`src/rtl/datapath_unit_if.sv`:
```
// Control-word and result bundle between the control unit (master) and the datapath (slave).
interface datapath_unit_if;
   localparam int unsigned DATA_W = 16;
   localparam int unsigned RF_AW  = 4;
   localparam int unsigned MEM_AW = 8;

   logic [MEM_AW-1:0] D_addr;
   logic              D_Wr;
   logic              RF_s;
   logic              RF_W_en;
   logic [RF_AW-1:0]  RF_W_addr;
   logic [RF_AW-1:0]  RF_Ra_addr;
   logic [RF_AW-1:0]  RF_Rb_addr;
   logic [2:0]        ALU_s0;
   logic [DATA_W-1:0] Ra_data;
   logic [DATA_W-1:0] Rb_data;
   logic [DATA_W-1:0] ALU_out;
   logic [DATA_W-1:0] mem_q;
   logic              zero;

   modport master (
      output D_addr, D_Wr, RF_s, RF_W_en, RF_W_addr, RF_Ra_addr, RF_Rb_addr, ALU_s0,
      input  Ra_data, Rb_data, ALU_out, mem_q, zero
   );

   modport slave (
      input  D_addr, D_Wr, RF_s, RF_W_en, RF_W_addr, RF_Ra_addr, RF_Rb_addr, ALU_s0,
      output Ra_data, Rb_data, ALU_out, mem_q, zero
   );
endinterface

```
`src/rtl/datapath_unit.sv`:
```
// Execution datapath: 16x16 register file, 256x16 data memory, write-back mux and 8-function ALU.
module datapath_unit (
   input  logic            clk,
   input  logic            reset,
   datapath_unit_if.slave  bus
);
   localparam int unsigned DATA_W    = 16;
   localparam int unsigned RF_DEPTH  = 16;
   localparam int unsigned MEM_DEPTH = 256;

   logic [DATA_W-1:0] rf [RF_DEPTH];
   logic [DATA_W-1:0] mem [MEM_DEPTH];
   logic [DATA_W-1:0] mem_q_r;
   logic [DATA_W-1:0] alu_c;
   logic [DATA_W-1:0] wb_data;

   // Register file: async clear, one synchronous write port, no read bypass
   always_ff @(posedge clk or negedge reset) begin
      if (!reset) begin
         for (int i = 0; i < int'(RF_DEPTH); i++) rf[i] <= '0;
      end else if (bus.RF_W_en) begin
         rf[bus.RF_W_addr] <= wb_data;
      end
   end

   assign bus.Ra_data = rf[bus.RF_Ra_addr];
   assign bus.Rb_data = rf[bus.RF_Rb_addr];

   // Data memory array kept reset-free so it maps onto block RAM; writes blocked during reset
   always_ff @(posedge clk) begin
      if (reset && bus.D_Wr) mem[bus.D_addr] <= bus.Ra_data;
   end

   // Registered read port returns pre-write contents on a same-address collision
   always_ff @(posedge clk or negedge reset) begin
      if (!reset) mem_q_r <= '0;
      else        mem_q_r <= mem[bus.D_addr];
   end

   assign bus.mem_q = mem_q_r;

   always_comb begin
      alu_c = '0;
      case (bus.ALU_s0)
         3'b000: alu_c = '0;
         3'b001: alu_c = bus.Ra_data + bus.Rb_data;
         3'b010: alu_c = bus.Ra_data - bus.Rb_data;
         3'b011: alu_c = bus.Ra_data;
         3'b100: alu_c = bus.Ra_data ^ bus.Rb_data;
         3'b101: alu_c = bus.Ra_data | bus.Rb_data;
         3'b110: alu_c = bus.Ra_data & bus.Rb_data;
         3'b111: alu_c = bus.Ra_data + DATA_W'(1);
      endcase
   end

   assign wb_data     = bus.RF_s ? mem_q_r : alu_c;
   assign bus.ALU_out = alu_c;
   assign bus.zero    = (alu_c == '0);
endmodule

```
`src/flat_wrapper.sv`:
```
// flat-port wrapper written by rule: the top's interface ports become plain ports
module datapath_unit_flat 
  (clk, reset, bus_D_addr, bus_D_Wr, bus_RF_s, bus_RF_W_en, bus_RF_W_addr, bus_RF_Ra_addr, bus_RF_Rb_addr, bus_ALU_s0, bus_Ra_data, bus_Rb_data, bus_ALU_out, bus_mem_q, bus_zero);
  datapath_unit_if bus_i ();
  input  logic clk;
  input  logic reset;
  input wire logic [$bits(bus_i.D_addr)-1:0] bus_D_addr;
  input wire logic [$bits(bus_i.D_Wr)-1:0] bus_D_Wr;
  input wire logic [$bits(bus_i.RF_s)-1:0] bus_RF_s;
  input wire logic [$bits(bus_i.RF_W_en)-1:0] bus_RF_W_en;
  input wire logic [$bits(bus_i.RF_W_addr)-1:0] bus_RF_W_addr;
  input wire logic [$bits(bus_i.RF_Ra_addr)-1:0] bus_RF_Ra_addr;
  input wire logic [$bits(bus_i.RF_Rb_addr)-1:0] bus_RF_Rb_addr;
  input wire logic [$bits(bus_i.ALU_s0)-1:0] bus_ALU_s0;
  output wire logic [$bits(bus_i.Ra_data)-1:0] bus_Ra_data;
  output wire logic [$bits(bus_i.Rb_data)-1:0] bus_Rb_data;
  output wire logic [$bits(bus_i.ALU_out)-1:0] bus_ALU_out;
  output wire logic [$bits(bus_i.mem_q)-1:0] bus_mem_q;
  output wire logic [$bits(bus_i.zero)-1:0] bus_zero;
  assign bus_i.D_addr = bus_D_addr;
  assign bus_i.D_Wr = bus_D_Wr;
  assign bus_i.RF_s = bus_RF_s;
  assign bus_i.RF_W_en = bus_RF_W_en;
  assign bus_i.RF_W_addr = bus_RF_W_addr;
  assign bus_i.RF_Ra_addr = bus_RF_Ra_addr;
  assign bus_i.RF_Rb_addr = bus_RF_Rb_addr;
  assign bus_i.ALU_s0 = bus_ALU_s0;
  assign bus_Ra_data = bus_i.Ra_data;
  assign bus_Rb_data = bus_i.Rb_data;
  assign bus_ALU_out = bus_i.ALU_out;
  assign bus_mem_q = bus_i.mem_q;
  assign bus_zero = bus_i.zero;
  datapath_unit u_core (.clk(clk), .reset(reset), .bus(bus_i));
endmodule
```
`config.mk`:
```
export PLATFORM = sky130hd
export DESIGN_NAME = datapath_unit_flat
export DESIGN_NICKNAME = d
export VERILOG_FILES = /design/src/rtl/datapath_unit_if.sv /design/src/rtl/datapath_unit.sv /design/src/flat_wrapper.sv
export SDC_FILE = /design/constraint.sdc
export NUM_CORES = 2
export LEC_CHECK = 0
export CAP_MARGIN = 20
export CORE_MARGIN = 2
export CORE_UTILIZATION = 45
export CTS_CLUSTER_SIZE = 10
export DETAILED_ROUTE_END_ITERATION = 7
export PLACE_DENSITY_LB_ADDON = 0.12
export SETUP_SLACK_MARGIN = 0.05
export SYNTH_ARGS = -nofsm -noshare
export SYNTH_HDL_FRONTEND = slang
export SYNTH_SLANG_ARGS = --single-unit
```
`constraint.sdc`:
```
create_clock -name clk -period 10.4 [get_ports clk]
set_input_delay 1.04 -clock clk [delete_from_list [all_inputs] [get_ports clk]]
set_output_delay 1.04 -clock clk [all_outputs]
set_load 0.05 [all_outputs]
```
Word-level counts from Yosys, hierarchy flattened
Memory sizes are Yosys's and may differ from the RTL's. A register that Yosys moved wholly into a read port is not among the register bits. Cells that the tools add are included.

Memories: 1. Logic and storage cells: 55. Register bits: 256. RAM bits: 4096. Input port bits: 28. Output and inout bits: 65.

Memories: u_core.mem (words 256, bits a word 16, read ports 1, clocked after memory_dff 1, wr ports 1, line datapath_unit.sv:12) `logic [DATA_W-1:0] mem [MEM_DEPTH];`.

Reductions and logical operators: 5. $lt $le $gt $ge: 4. Bitwise logic cells: 6. $add $sub $neg: 3. Multiplexer cells: 13. Eq/ne operators: 7.

Operators with widths (count): $bwmux 256 (1); $bmux 16 s4 (2); $pmux 16 s8 (1); $mux 16 (6); $demux 16 s4 (1); $add 16x1->16 const B (1); $add 16x16->16 (1); $and 16x16->16 (1); $logic_not 16->1 (1); $or 16x16->16 (1); $sub 16x16->16 (1); $xor 16x16->16 (1); $ge 5x5->1 const B (3); $not 4->5 (3); $eq 3x3->1 const B (4); $eq 3x2->1 const B (2); $lt 5x1->1 const B (1); $eq 3x1->1 const B (1); $logic_not 3->1 (1); $logic_and 1x1->1 (2); $mux 1 (2); $logic_not 1->1 (1).

Longest topological paths before layout
Depth after elaboration: 8. Mapped depth: 23. Gate-level depth less buffers: 20.

Worst setup path after synthesis
OpenSTA, ideal clock, no wires.

Path type: in2out. From: in bus_RF_Ra_addr[0]. To: out bus_zero. Stages: 15. Buffers on the path: 3. Setup slack: 1.152 ns. Data required time: 9.360 ns. Arrival time: 8.208 ns. Cells stage by stage: buf_2 > buf_2 > buf_2 > mux4_2 > mux4_2 > ha_1 > o21ai_0 > o21ai_0 > a21o_1 > a2111oi_0 > nor3_1 > xnor2_1 > o221ai_1 > or4_1 > nor3_1.

Cells in the longest elaborated chain, start to end: 7. Elaborated cells between the ends (all ways): 12. Classes of those cells: 3 x add/sub; 4 x mux; 4 x bitwise; 1 x reduce/logical.

RTL lines: from (decl) (line flat_wrapper.sv:12) `input wire logic [$bits(bus_i.RF_Ra_addr)-1:0] bus_RF_Ra_addr;`; $not 4->5 (not written as such) (*) (line datapath_unit.sv:26) `assign bus.Ra_data = rf[bus.RF_Ra_addr];`; $bmux 16 s4 (*) (line datapath_unit.sv:26); $mux 16 (not written as such) (*) (2 in a row) (line datapath_unit.sv:26); named net bus_Ra_data[2] (line flat_wrapper.sv:15) `output wire logic [$bits(bus_i.Ra_data)-1:0] bus_Ra_data;`; $add 16x1->16 (tied with other cells) (line datapath_unit.sv:52) `3'b111: alu_c = bus.Ra_data + DATA_W'(1);`; $pmux 16 s8 (*) (line datapath_unit.sv:44) `case (bus.ALU_s0)`; named net bus_ALU_out[13] (line flat_wrapper.sv:17) `output wire logic [$bits(bus_i.ALU_out)-1:0] bus_ALU_out;`; $logic_not 16->1 (*) (line datapath_unit.sv:58) `assign bus.zero = (alu_c == '0);`; to (decl) (line flat_wrapper.sv:19) `output wire logic [$bits(bus_i.zero)-1:0] bus_zero;`.

Mark *: on every way through the listed nets, which the timed path passes. The rest lies on a longest branch. The select of a mux whose other input is x is not followed.

Worst setup path after layout
From: in bus_RF_Rb_addr[1]. To: out bus_ALU_out[15].

Cells in the longest elaborated chain, start to end: 6. Elaborated cells between the ends (all ways): 10. Classes of those cells: 2 x add/sub; 4 x mux; 4 x bitwise.

RTL lines: from (decl) (line flat_wrapper.sv:13) `input wire logic [$bits(bus_i.RF_Rb_addr)-1:0] bus_RF_Rb_addr;`; $not 4->5 (not written as such) (*) (line datapath_unit.sv:27) `assign bus.Rb_data = rf[bus.RF_Rb_addr];`; $bmux 16 s4 (*) (line datapath_unit.sv:27); $mux 16 (not written as such) (*) (2 in a row) (line datapath_unit.sv:27); $sub 16x16->16 (tied with other cells) (line datapath_unit.sv:47) `3'b010: alu_c = bus.Ra_data - bus.Rb_data;`; $pmux 16 s8 (*) (line datapath_unit.sv:44); to (decl) (line flat_wrapper.sv:17).

Every way passes the cells marked *; elsewhere a longest branch is shown, timed or not. The select of a mux whose other input is x is not followed.

==> run summary <==
post-DR vias/cell - 6.23
Yosys top cell area share - 71.4%
core area - 381000 um2
status - finished, final reports clean
HP Class - primary input to asynchronous set/reset pin
H-tree lvl count - 5
Worst EP required - 9.36 ns
port buffer count - 92
Final Instance Area - 195000 um2
clock sinks - 4368
I/O pin total - 93
DR iter-0 viols - 9991
share of cells above drive strength 1 - 32.8%
Finished Layout Cells - 13500
Crit path depth - 21
area growth from synthesis to layout - 13.5%
area leader, netlist - edfxtp_1
Crit Path Category - primary input to primary output
top-count cell post-synth - edfxtp_1
Die Span X - 623 um
Netlist Area Pre-Place - 172000 um2
DP Area - 182000 um2
routability cong. - 0.842
DPL Wire Length - 289000 um
Die ar. - 388000 um2
worst rel slew slack - 12.1%
cells after synthesis - 7734
CTS tree - yes
EDFF count, synth - 4096
hold_ws - 0.494 ns
Tot GR Track Use - 25.1%
syn nets - 7811
Initial DRT Pass Iterations - 8
critical path's largest stage delay - 0.89 ns
standard-cell rows - 227
Seq/Total Area, Yosys - 75.4%
Synth area leaders - edfxtp_1, mux4_2, dfrtp_1
Slew Viols, Final - 0
routed via count - 84000
largest net degree at the start of global routing - 209
vias in the first global route - 85900
crit-path cells - buf_2, buf_4, buf_4, mux4_2, a22oi_1, nand2_1, nor3_1, a21o_1, a31oi_1, xnor2_1, nor2_1, ha_1, a21o_1, a211o_1, o31ai_1, clkbuf_2, and2_1, nand4_1, and3_1, a21oi_1, clkdlybuf4s50_1
total clock buffers created by CTS - 484
grt total ovfl - 0
fmax - 114 MHz
Post-CTS Repair Setup Buffers - 0
worst slew pin tran - 1.32 ns
Tmin final - 8.77 ns
Clock Path Buffers - 4
CTS root buf - clkbuf_16
CTS resizes - 0
crit path max fanout - 30
Crit path max-delay family - buffers and inverters
DR WL/cell - 36.1 um
placed cell count - 12800
fill cell count - 29700
RSZ-0062 raised after global routing - no
final WL - 486000 um
Worst Reg-to-Reg Cells - 20
crit share post-route - 84.3%
# setup viols final - 0
first-pass GRT wire length - 682000 um
Nets - 8374
effective utilization at floorplan - 45.1%
Yosys cell types - 72
Total Power - 42.7 mW
Power Density - 218 nW/um2
skew final - 0.100 ns
Crit. End Element - primary output
count of max-cap constraint violations - 0
ANT nets after route - 0
Commonest cells post-synth - edfxtp_1, mux4_2, nand2_1
slowest CP cell - clkdlybuf4s50_1
CTS Hold Buffers Added - 1
Fin. Hold Viols - 0
worst skew pair latency - 1.02 ns
Die Ht - 623 um
syn avg cell area - 22.3 um2
Synthesis Warnings - 0
ys flop type - edfxtp_1
antenna violations before repair - 28
clock slew at reported path FFs - 0.06 ns
setup TNS - 0 ns
# DRC - 0
ys async rst share - 6.23%
crit start category - primary input
VDD IR max - 0.000234 V
Buf/Inv on CP - 5
CP arrival - 7.73 ns
leakage power - 62.5 nW
FF+latch count, synth - 4368
==> flip-flops by register name, summed over array words and instances (netlist names) <==
signal,cells
u_core.mem,4096
u_core.rf,256
u_core.bus.mem_q,16
==> power by group <==
group	total (mW)	internal (mW)	switching, mW
sequential	21.8	21.5	0.308
clock	15.0	8.47	6.53
combinational	5.88	1.59	4.28
total	42.7	31.5	11.1
==> through the flow <==
stage          setup slack [ns]  utilization (%)
2_1_floorplan              1.15                -
3_5_place_dp               1.33             47.7
5_1_grt                    1.26             51.2
3_3_place_gp               1.36             47.6
4_1_cts                    1.34             51.2
6_report                   1.63             51.2
==> logic make-up after synthesis <==
logic type / share of synthesized area, %
AOI/OAI and AO/OA: 1.66
xor gates and xnor gates: 0.0967
adders and majority gates: 0.360
buffers and inverters: 1.24
DFF: 75.4
muxes: 19.2
and+or+nand+nor: 2.00
==> layer usage <==
metal	part of all wire, %	routed length [um]	track usage, %
met2	48	234000	40.2
met4	3.6	17300	8.06
met1	41	198000	35.2
met3	7.4	35800	4.44
met5	0.017	82	0
==> layout by cell type (no fill, tap or decap), types with 8 or more instances in the layout <==
cell type,count
a21o_1,8
a21oi_1,31
a22o_1,11
a22oi_1,41
a31oi_1,12
a32oi_1,22
buf_12,20
buf_16,10
buf_4,419
buf_8,14
clkbuf_1,90
clkbuf_16,489
clkdlybuf4s50_1,76
dfrtp_1,272
diode_2,10
edfxtp_1,4096
ha_1,48
inv_1,37
mux2_2,9
mux2i_1,34
mux4_2,1433
mux4_4,16
nand2_1,341
nand2_2,17
nand2b_1,14
nand3_1,40
nand4_1,17
nor2_1,46
nor2_2,244
nor2b_1,25
nor3_1,14
o21ai_0,266
o21ai_2,10
o22ai_1,18
xnor2_1,16
==> path summary, 6_finish.rpt <==
path | from | end | slack [ns]
worst min register to register | u_core.rf[94] | u_core.rf[94] | 0.50
max in group asynchronous | reset | u_core.rf[7] | 7.63
worst min-delay path | reset | u_core.rf[191] | 0.49
worst max register to register | u_core.rf[96] | u_core.rf[47] | 4.51
min in group clk | u_core.rf[94] | u_core.rf[94] | 0.50
worst max-delay path | bus_RF_Rb_addr[1] | bus_ALU_out[15] | 1.63
==> final cells by class <==
cell class / instances / area (um2) / area share [%]
Sequential cell: 4368 / 130000 / 66.4
Multi-Input combinational cell: 2854 / 41100 / 21.0
Clock buffer: 583 / 12600 / 6.46
Tap cell: 5038 / 6300 / 3.23
Timing Repair Buffer: 548 / 4850 / 2.48
Clock inverter: 37 / 592 / 0.303
Inverter: 41 / 155 / 0.0794
Antenna cell: 10 / 25.0 / 0.0128
No activity file was read; power rests on OpenSTA's default activity.
